==> src/rtl/vga_sync_receiver.sv <==
`timescale 1ns/1ps
// vga_sync_receiver: receive side of the 640x480 VGA timing.
// Synchronises hsync/vsync/rgb into clk, recovers h/v counters on pixel ticks,
// measures line and frame lengths, qualifies the display window and tracks lock.
// Optional feature macro: VGA_RX_FRAME_CHECKSUM_EN (per-frame pixel checksum).
module vga_sync_receiver #(
    parameter int unsigned H_TOTAL      = 800,
    parameter int unsigned H_DISP_START = 144,
    parameter int unsigned H_DISP_END   = 784,
    parameter int unsigned V_TOTAL      = 521,
    parameter int unsigned V_DISP_START = 31,
    parameter int unsigned V_DISP_END   = 511,
    parameter int unsigned LOCK_FRAMES  = 2
) (
    input  logic        clk,
    input  logic        rst,
    input  logic        clk_25MHz,
    input  logic        hsync_in,
    input  logic        vsync_in,
    input  logic [11:0] rgb_in,
    output logic [9:0]  x,
    output logic [8:0]  y,
    output logic [11:0] rgb_out,
    output logic        pixel_valid,
    output logic        frame_start,
    output logic        locked,
    output logic        sync_error,
    output logic [9:0]  line_len,
    output logic [9:0]  frame_len,
    output logic [15:0] checksum
);

    localparam int unsigned CNT_W   = 10;
    localparam logic [CNT_W-1:0] CNT_MAX = 10'h3FF;

    typedef enum logic {
        ST_UNLOCKED = 1'b0,
        ST_LOCKED   = 1'b1
    } state_t;

    // Synchroniser stages
    logic             r_hs_s1, r_hs_s2, r_vs_s1, r_vs_s2;
    logic [11:0]      r_rgb_s1, r_rgb_s2;

    // Timing recovery state
    logic             r_hs_prev, r_vs_prev, r_vs_pend;
    logic             r_line_meas, r_bad_line_seen;
    logic [1:0]       r_fs_seen;
    logic [CNT_W-1:0] r_h_cnt, r_v_cnt, r_line_len, r_frame_len;

    // Output registers
    logic [9:0]       r_x;
    logic [8:0]       r_y;
    logic [11:0]      r_rgb_out;
    logic             r_pixel_valid, r_frame_start;

    // Lock tracking
    state_t           r_state;
    logic [3:0]       r_good_cnt;
    logic             r_locked, r_sync_error;

    logic             w_hs_fall, w_vs_fall, w_fs;
    logic [CNT_W-1:0] w_h_inc, w_v_inc, w_h_next, w_v_next;
    logic             w_line_bad, w_frame_meas, w_frame_bad, w_frame_good;
    logic             w_in_win;
    logic [9:0]       w_x;
    logic [8:0]       w_y;
    logic [3:0]       w_good_inc;

    // Edge detection against the previous tick's sample; vsync counts first on a shared tick
    assign w_hs_fall = r_hs_prev & ~r_hs_s2;
    assign w_vs_fall = r_vs_prev & ~r_vs_s2;
    assign w_fs      = w_hs_fall & (r_vs_pend | w_vs_fall);

    // Saturating increments double as the new line/frame length
    assign w_h_inc  = (r_h_cnt == CNT_MAX) ? r_h_cnt : r_h_cnt + 10'd1;
    assign w_v_inc  = (r_v_cnt == CNT_MAX) ? r_v_cnt : r_v_cnt + 10'd1;
    assign w_h_next = w_hs_fall ? '0 : w_h_inc;
    assign w_v_next = w_fs ? '0 : (w_hs_fall ? w_v_inc : r_v_cnt);

    // Line/frame conformance; the first line and first complete frame are not judged
    assign w_line_bad   = w_hs_fall & r_line_meas & (w_h_inc != 10'(H_TOTAL));
    assign w_frame_meas = w_fs & (r_fs_seen == 2'd2);
    assign w_frame_bad  = w_frame_meas & (w_v_inc != 10'(V_TOTAL));
    assign w_frame_good = w_frame_meas & ~w_frame_bad & ~r_bad_line_seen & ~w_line_bad;

    // Window and coordinates use the counter values that describe the pixel now in the sync stage
    assign w_in_win = (w_h_next >= 10'(H_DISP_START)) && (w_h_next < 10'(H_DISP_END)) &&
                      (w_v_next >= 10'(V_DISP_START)) && (w_v_next < 10'(V_DISP_END));
    assign w_x      = w_h_next - 10'(H_DISP_START);
    assign w_y      = 9'(w_v_next - 10'(V_DISP_START));

    assign w_good_inc = r_good_cnt + 4'd1;

    // Two-flop synchroniser for syncs and colour, every clk
    always_ff @(posedge clk or posedge rst) begin
        if (rst) begin
            r_hs_s1  <= 1'b1;
            r_hs_s2  <= 1'b1;
            r_vs_s1  <= 1'b1;
            r_vs_s2  <= 1'b1;
            r_rgb_s1 <= '0;
            r_rgb_s2 <= '0;
        end else begin
            r_hs_s1  <= hsync_in;
            r_hs_s2  <= r_hs_s1;
            r_vs_s1  <= vsync_in;
            r_vs_s2  <= r_vs_s1;
            r_rgb_s1 <= rgb_in;
            r_rgb_s2 <= r_rgb_s1;
        end
    end

    // Counters, length measurement and frame bookkeeping on pixel ticks
    always_ff @(posedge clk or posedge rst) begin
        if (rst) begin
            r_hs_prev       <= 1'b1;
            r_vs_prev       <= 1'b1;
            r_vs_pend       <= 1'b0;
            r_line_meas     <= 1'b0;
            r_bad_line_seen <= 1'b0;
            r_fs_seen       <= 2'd0;
            r_h_cnt         <= CNT_MAX;
            r_v_cnt         <= CNT_MAX;
            r_line_len      <= '0;
            r_frame_len     <= '0;
            r_frame_start   <= 1'b0;
        end else begin
            r_frame_start <= 1'b0;
            if (clk_25MHz) begin
                r_hs_prev     <= r_hs_s2;
                r_vs_prev     <= r_vs_s2;
                r_h_cnt       <= w_h_next;
                r_v_cnt       <= w_v_next;
                r_frame_start <= w_fs;
                if (w_hs_fall) begin
                    r_line_len  <= w_h_inc;
                    r_line_meas <= 1'b1;
                end
                if (w_fs) begin
                    r_vs_pend   <= 1'b0;
                    r_frame_len <= w_v_inc;
                    if (r_fs_seen != 2'd2)
                        r_fs_seen <= r_fs_seen + 2'd1;
                end else if (w_vs_fall) begin
                    r_vs_pend <= 1'b1;
                end
                if (w_fs)
                    r_bad_line_seen <= 1'b0;
                else if (w_line_bad)
                    r_bad_line_seen <= 1'b1;
            end
        end
    end

    // Registered pixel outputs; x/y hold outside valid pixels, colour forced to 0
    always_ff @(posedge clk or posedge rst) begin
        if (rst) begin
            r_x           <= '0;
            r_y           <= '0;
            r_rgb_out     <= '0;
            r_pixel_valid <= 1'b0;
        end else if (clk_25MHz) begin
            r_pixel_valid <= w_in_win & r_locked;
            if (w_in_win && r_locked) begin
                r_x       <= w_x;
                r_y       <= w_y;
                r_rgb_out <= r_rgb_s2;
            end else begin
                r_rgb_out <= '0;
            end
        end
    end

    // Lock FSM: count consecutive good frames, drop out on any bad line or frame
    always_ff @(posedge clk or posedge rst) begin
        if (rst) begin
            r_state      <= ST_UNLOCKED;
            r_good_cnt   <= '0;
            r_locked     <= 1'b0;
            r_sync_error <= 1'b0;
        end else begin
            r_sync_error <= 1'b0;
            if (clk_25MHz) begin
                case (r_state)
                    ST_UNLOCKED: begin
                        if (w_line_bad || w_frame_bad) begin
                            r_good_cnt <= '0;
                        end else if (w_frame_good) begin
                            if (w_good_inc >= 4'(LOCK_FRAMES)) begin
                                r_state    <= ST_LOCKED;
                                r_locked   <= 1'b1;
                                r_good_cnt <= '0;
                            end else begin
                                r_good_cnt <= w_good_inc;
                            end
                        end
                    end
                    ST_LOCKED: begin
                        if (w_line_bad || w_frame_bad) begin
                            r_state      <= ST_UNLOCKED;
                            r_locked     <= 1'b0;
                            r_sync_error <= 1'b1;
                            r_good_cnt   <= '0;
                        end
                    end
                    default: begin
                        r_state  <= ST_UNLOCKED;
                        r_locked <= 1'b0;
                    end
                endcase
            end
        end
    end

`ifdef VGA_RX_FRAME_CHECKSUM_EN
    logic [15:0] r_acc, r_checksum;
    logic [15:0] w_acc_next;

    assign w_acc_next = r_acc + (r_pixel_valid ? {4'b0, r_rgb_out} : 16'd0);

    // Per-frame sum of displayed pixels, published at each frame start
    always_ff @(posedge clk or posedge rst) begin
        if (rst) begin
            r_acc      <= '0;
            r_checksum <= '0;
        end else if (clk_25MHz) begin
            if (w_fs) begin
                r_checksum <= w_acc_next;
                r_acc      <= '0;
            end else begin
                r_acc <= w_acc_next;
            end
        end
    end

    assign checksum = r_checksum;
`else
    assign checksum = '0;
`endif

    assign x           = r_x;
    assign y           = r_y;
    assign rgb_out     = r_rgb_out;
    assign pixel_valid = r_pixel_valid;
    assign frame_start = r_frame_start;
    assign locked      = r_locked;
    assign sync_error  = r_sync_error;
    assign line_len    = r_line_len;
    assign frame_len   = r_frame_len;

endmodule
==> config.mk <==
export PLATFORM = sky130hd
export DESIGN_NAME = vga_sync_receiver
export DESIGN_NICKNAME = d
export VERILOG_FILES = /design/src/rtl/vga_sync_receiver.sv
export SDC_FILE = /design/constraint.sdc
export NUM_CORES = 1
export LEC_CHECK = 0
export CAP_MARGIN = 10
export CORE_UTILIZATION = 39
export DETAILED_ROUTE_END_ITERATION = 6
export SLEW_MARGIN = 20
export SYNTH_ARGS = -nofsm -noshare
export SYNTH_HDL_FRONTEND = slang
export SYNTH_SLANG_ARGS = --single-unit
==> constraint.sdc <==
create_clock -name clk -period 4.4 [get_ports clk]
set_input_delay 1.32 -clock clk [delete_from_list [all_inputs] [get_ports clk]]
set_output_delay 1.32 -clock clk [all_outputs]
set_load 0.005 [all_outputs]
==> run summary <==
Reg2Reg Capture Point: x[9]$_DFFE_PP0P_
Count of different cell masters after synthesis: 68
GR Overflow Total: 0
Main synth FF type: dfrtp_1
# IOs: 88
Clock network power share: 45.3%
Post-synthesis sequential area ratio: 51.7%
Antenna viol nets, final: 0
Area of the core: 14000 sq um
Routed WL per cell: 16.9 microns
Placer Congestion: 0.879
P_int: 2.34 mW
GRT Util Overall: 19.3%
# setup viols final: 0
CTS root buffer: clkbuf_16
Synthesized area: 5630 sq um
Number of cell rows: 43
Min Tclk post-route: 3880 ps
Final Total Pwr: 3.16 mW
Clock tree from TritonCTS: yes
Multi-input gate area: 2410 sq um
Async S/R FF share, synth: 100%
Final setup TNS: 0 ps
Hold path startpoint: r_rgb_s1[6]$_DFF_PP0_
Clock Skew: 15.7 ps
Post-route DRC: 0
Synth warn: 0
Power per cell area: 448 nW/um^2
Tcrit/Tclk final: 88.1%
P&R area growth vs syn: 25.2%
First-pass GRT wire length: 21800 microns
Final hold violations: 0
Outcome: completed
CTS clk-pin slew, worst paths: 60 ps
Sw Share: 25.8%
Via/cell ratio: 5.37
CTS Buffer Depth: 2
Final WL: 13300 microns
Pin count of the biggest net entering global routing: 62
DRT iter0 DRCs: 248
CP dominant cell by count: ha_1
Leakage power: 3.05 nW
Max-slew headroom: 47.9%
Type of the most critical hold path: flip-flop to flip-flop
Fill cell count: 1273
Least-Margin Pin Slew: 781 ps
Hold endpoint: r_rgb_s2[6]$_DFF_PP0_
Maxcap violations: 0
CP delay by family, top: simple AND/OR/NAND/NOR gates
Worst R2R Start: r_v_cnt[0]$_DFFE_PP1P_
Peak supply drop: 0.000239 V
Initial Util: 40.3%
Clock sink count: 115
Antenna fix cells: 0
Critical Path Sink Type: flip-flop
Commonest non-fill, non-tap cell in the layout: dfrtp_1
Post-CTS Hold Buffers: 0
Cell count after synthesis: 530
FF-to-FF path depth: 11
Syn Area/Cell: 10.6 sq um
Worst reg-to-reg setup slack: 520 ps
# resized after CTS: 0
Cts bufs inserted: 17
Number of global-route vias before repair: 4240
Fraction of layout cells with a size suffix above 1: 17.4%
RSZ-0062 raised after global routing: false
Initial antenna violation count: 0
Commonest non-fill, non-tap cells in the layout: dfrtp_1 (89), clkdlybuf4s50_1 (71), nand2_1 (48)
CP max stage cell: dfstp_2
Router iterations before antenna repair: 4
Net Sw Power: 0.815 mW
Register Area: 2910 sq um
Combinational fraction of design power: 14.5%
Crit Path Class: flip-flop to flip-flop
Register bit count reported by yosys: 115
Die X: 122 microns
Vias: 4234
Worst setup SP type: flip-flop
Critical path fanouts, max: 32
Fmax: 258 MHz
Final net count: 620
DIE AREA: 14900 sq um
Die Y-Extent: 122 microns
Register share of total power: 40.2%
Crit path cell chain: ha_1 -> nand3_1 -> o31ai_1 -> nor2_1 -> inv_1 -> ha_1 -> nand4_1 -> nor4b_1 -> or4_4 -> o221a_4 -> mux2_2
Slew Limit Fails: 0
WP data required: 4700 ps
Post-synth EDFFs: 0
WP buf/inv: 1
Port Buffer Count: 71
Critical Path Max Stage Delay: 650 ps
Htree depth: 4
Crit path DAT: 4170 ps
Post-CTS Setup Bufs: 0
Hold Path Cell Cnt: 0
Final HPWL DP: 9110 microns
Clk_lat worst skew: 420 ps
Critical path depth in cells: 11
## worst max-delay path by stage
| stage | startpoint | to | slack [ps] |
|---|---|---|---|
| floorplan | rst | frame_len[0]$_DFFE_PP0P_ | 80 |
| global placement | r_v_cnt[4]$_DFFE_PP1P_ | x[8]$_DFFE_PP0P_ | 690 |
| detailed placement | r_v_cnt[0]$_DFFE_PP1P_ | x[8]$_DFFE_PP0P_ | 580 |
| CTS | r_v_cnt[0]$_DFFE_PP1P_ | x[9]$_DFFE_PP0P_ | 530 |
| global route | r_v_cnt[0]$_DFFE_PP1P_ | x[9]$_DFFE_PP0P_ | 150 |
| finish | r_v_cnt[0]$_DFFE_PP1P_ | x[9]$_DFFE_PP0P_ | 520 |
## worst register-to-register path, stage by stage, from the launching register on
cell and delay, ps:
dfstp_2 650, ha_1 370, nand3_1 130, o31ai_1 290, nor2_1 140, inv_1 80
ha_1 230, nand4_1 100, nor4b_1 540, or4_4 250, o221a_4 560, mux2_2 410
## layer usage
metal / vias up / share of wire [%] / global-route usage, %
li1: 2007 / - / -
met1: 2122 / 47 / 25.5
met2: 99 / 48 / 29.8
met3: 6 / 4.7 / 6.13
met4: 0 / 0.75 / 6.94
met5: - / 0 / 0
## power groups by stage
stage	clock [mW]	sequential, mW	combinational (mW)
final	1.43	1.27	0.458
after global routing	1.50	1.29	0.519
after CTS	1.46	1.27	0.467
after detailed placement	0	1.29	0.463
after global placement	0	1.28	0.463
after floorplan	0	1.23	0.346
## through the flow
stage	hold slack (ps)	instance area, sq um	setup WS, ps	instances	util, %
4_1_cts	345	7050	534	788	50.4
6_report	342	7050	524	788	50.4
2_1_floorplan	331	5690	79.0	545	-
5_1_grt	349	7050	146	788	50.4
3_5_place_dp	335	6440	582	756	46.0
3_3_place_gp	333	6440	688	756	46.0
## layout make-up
cell class | instances | area share (%)
Multi-Input combinational cell | 361 | 34.2
Clock buffer | 23 | 6.92
Sequential cell | 115 | 41.3
Tap cell | 180 | 3.19
Timing Repair Buffer | 85 | 11.7
Clock inverter | 9 | 1.83
Inverter | 15 | 0.834
## synth_stat cells, types with 3 or more instances
| cell | n | area share [%] |
|---|---|---|
| a21o_1 | 4 | 0.53 |
| a21oi_1 | 20 | 1.8 |
| a22o_1 | 13 | 2.0 |
| a31oi_1 | 6 | 0.67 |
| and2_1 | 8 | 0.89 |
| and3_1 | 9 | 1.0 |
| and4_1 | 4 | 0.62 |
| buf_1 | 4 | 0.27 |
| buf_2 | 14 | 1.2 |
| buf_4 | 17 | 2.3 |
| buf_6 | 3 | 0.60 |
| clkbuf_1 | 14 | 0.93 |
| dfrtp_1 | 89 | 40 |
| dfstp_2 | 26 | 12 |
| ha_1 | 8 | 1.8 |
| inv_1 | 13 | 0.87 |
| mux2_2 | 10 | 2.0 |
| mux2_4 | 15 | 4.0 |
| mux2i_1 | 6 | 1.1 |
| nand2_1 | 48 | 3.2 |
| nand2b_1 | 7 | 0.78 |
| nand3_1 | 19 | 1.7 |
| nand4_1 | 9 | 1.0 |
| nor2_1 | 32 | 2.1 |
| nor3_1 | 8 | 0.71 |
| nor4_1 | 6 | 0.67 |
| o211ai_1 | 4 | 0.53 |
| o21ai_0 | 27 | 2.4 |
| o22a_1 | 4 | 0.62 |
| o22ai_1 | 4 | 0.44 |
| o31ai_1 | 12 | 1.6 |
| or2_2 | 3 | 0.33 |
| or3_1 | 4 | 0.44 |
| xnor2_1 | 10 | 1.6 |
| xor2_1 | 6 | 0.93 |
## kinds of logic (layout without fill, tap and decap cells)
group | Yosys count | in the layout | synth area share (%)
adder cells (fa/ha/maj) | 8 | 8 | 1.78
other | 1 | 16 | 0.0666
multiplexers | 31 | 31 | 7.06
flip-flops | 115 | 115 | 51.7
AND/OR/NAND/NOR | 167 | 167 | 14.9
AO/OA/AOI/OAI | 123 | 123 | 15.6
XOR/XNOR | 16 | 16 | 2.49
buffers and inverters | 69 | 132 | 6.48
## sequential cells by signal, summed over array words and instances (netlist names), 2 cells and up
signal      flops
r_fs_seen       2
frame_len      10
line_len       10
r_rgb_s2       12
x              10
r_v_cnt        10
r_good_cnt      4
r_rgb_s1       12
y               9
r_h_cnt        10
rgb_out        12
(Power assumes the default switching activity.)
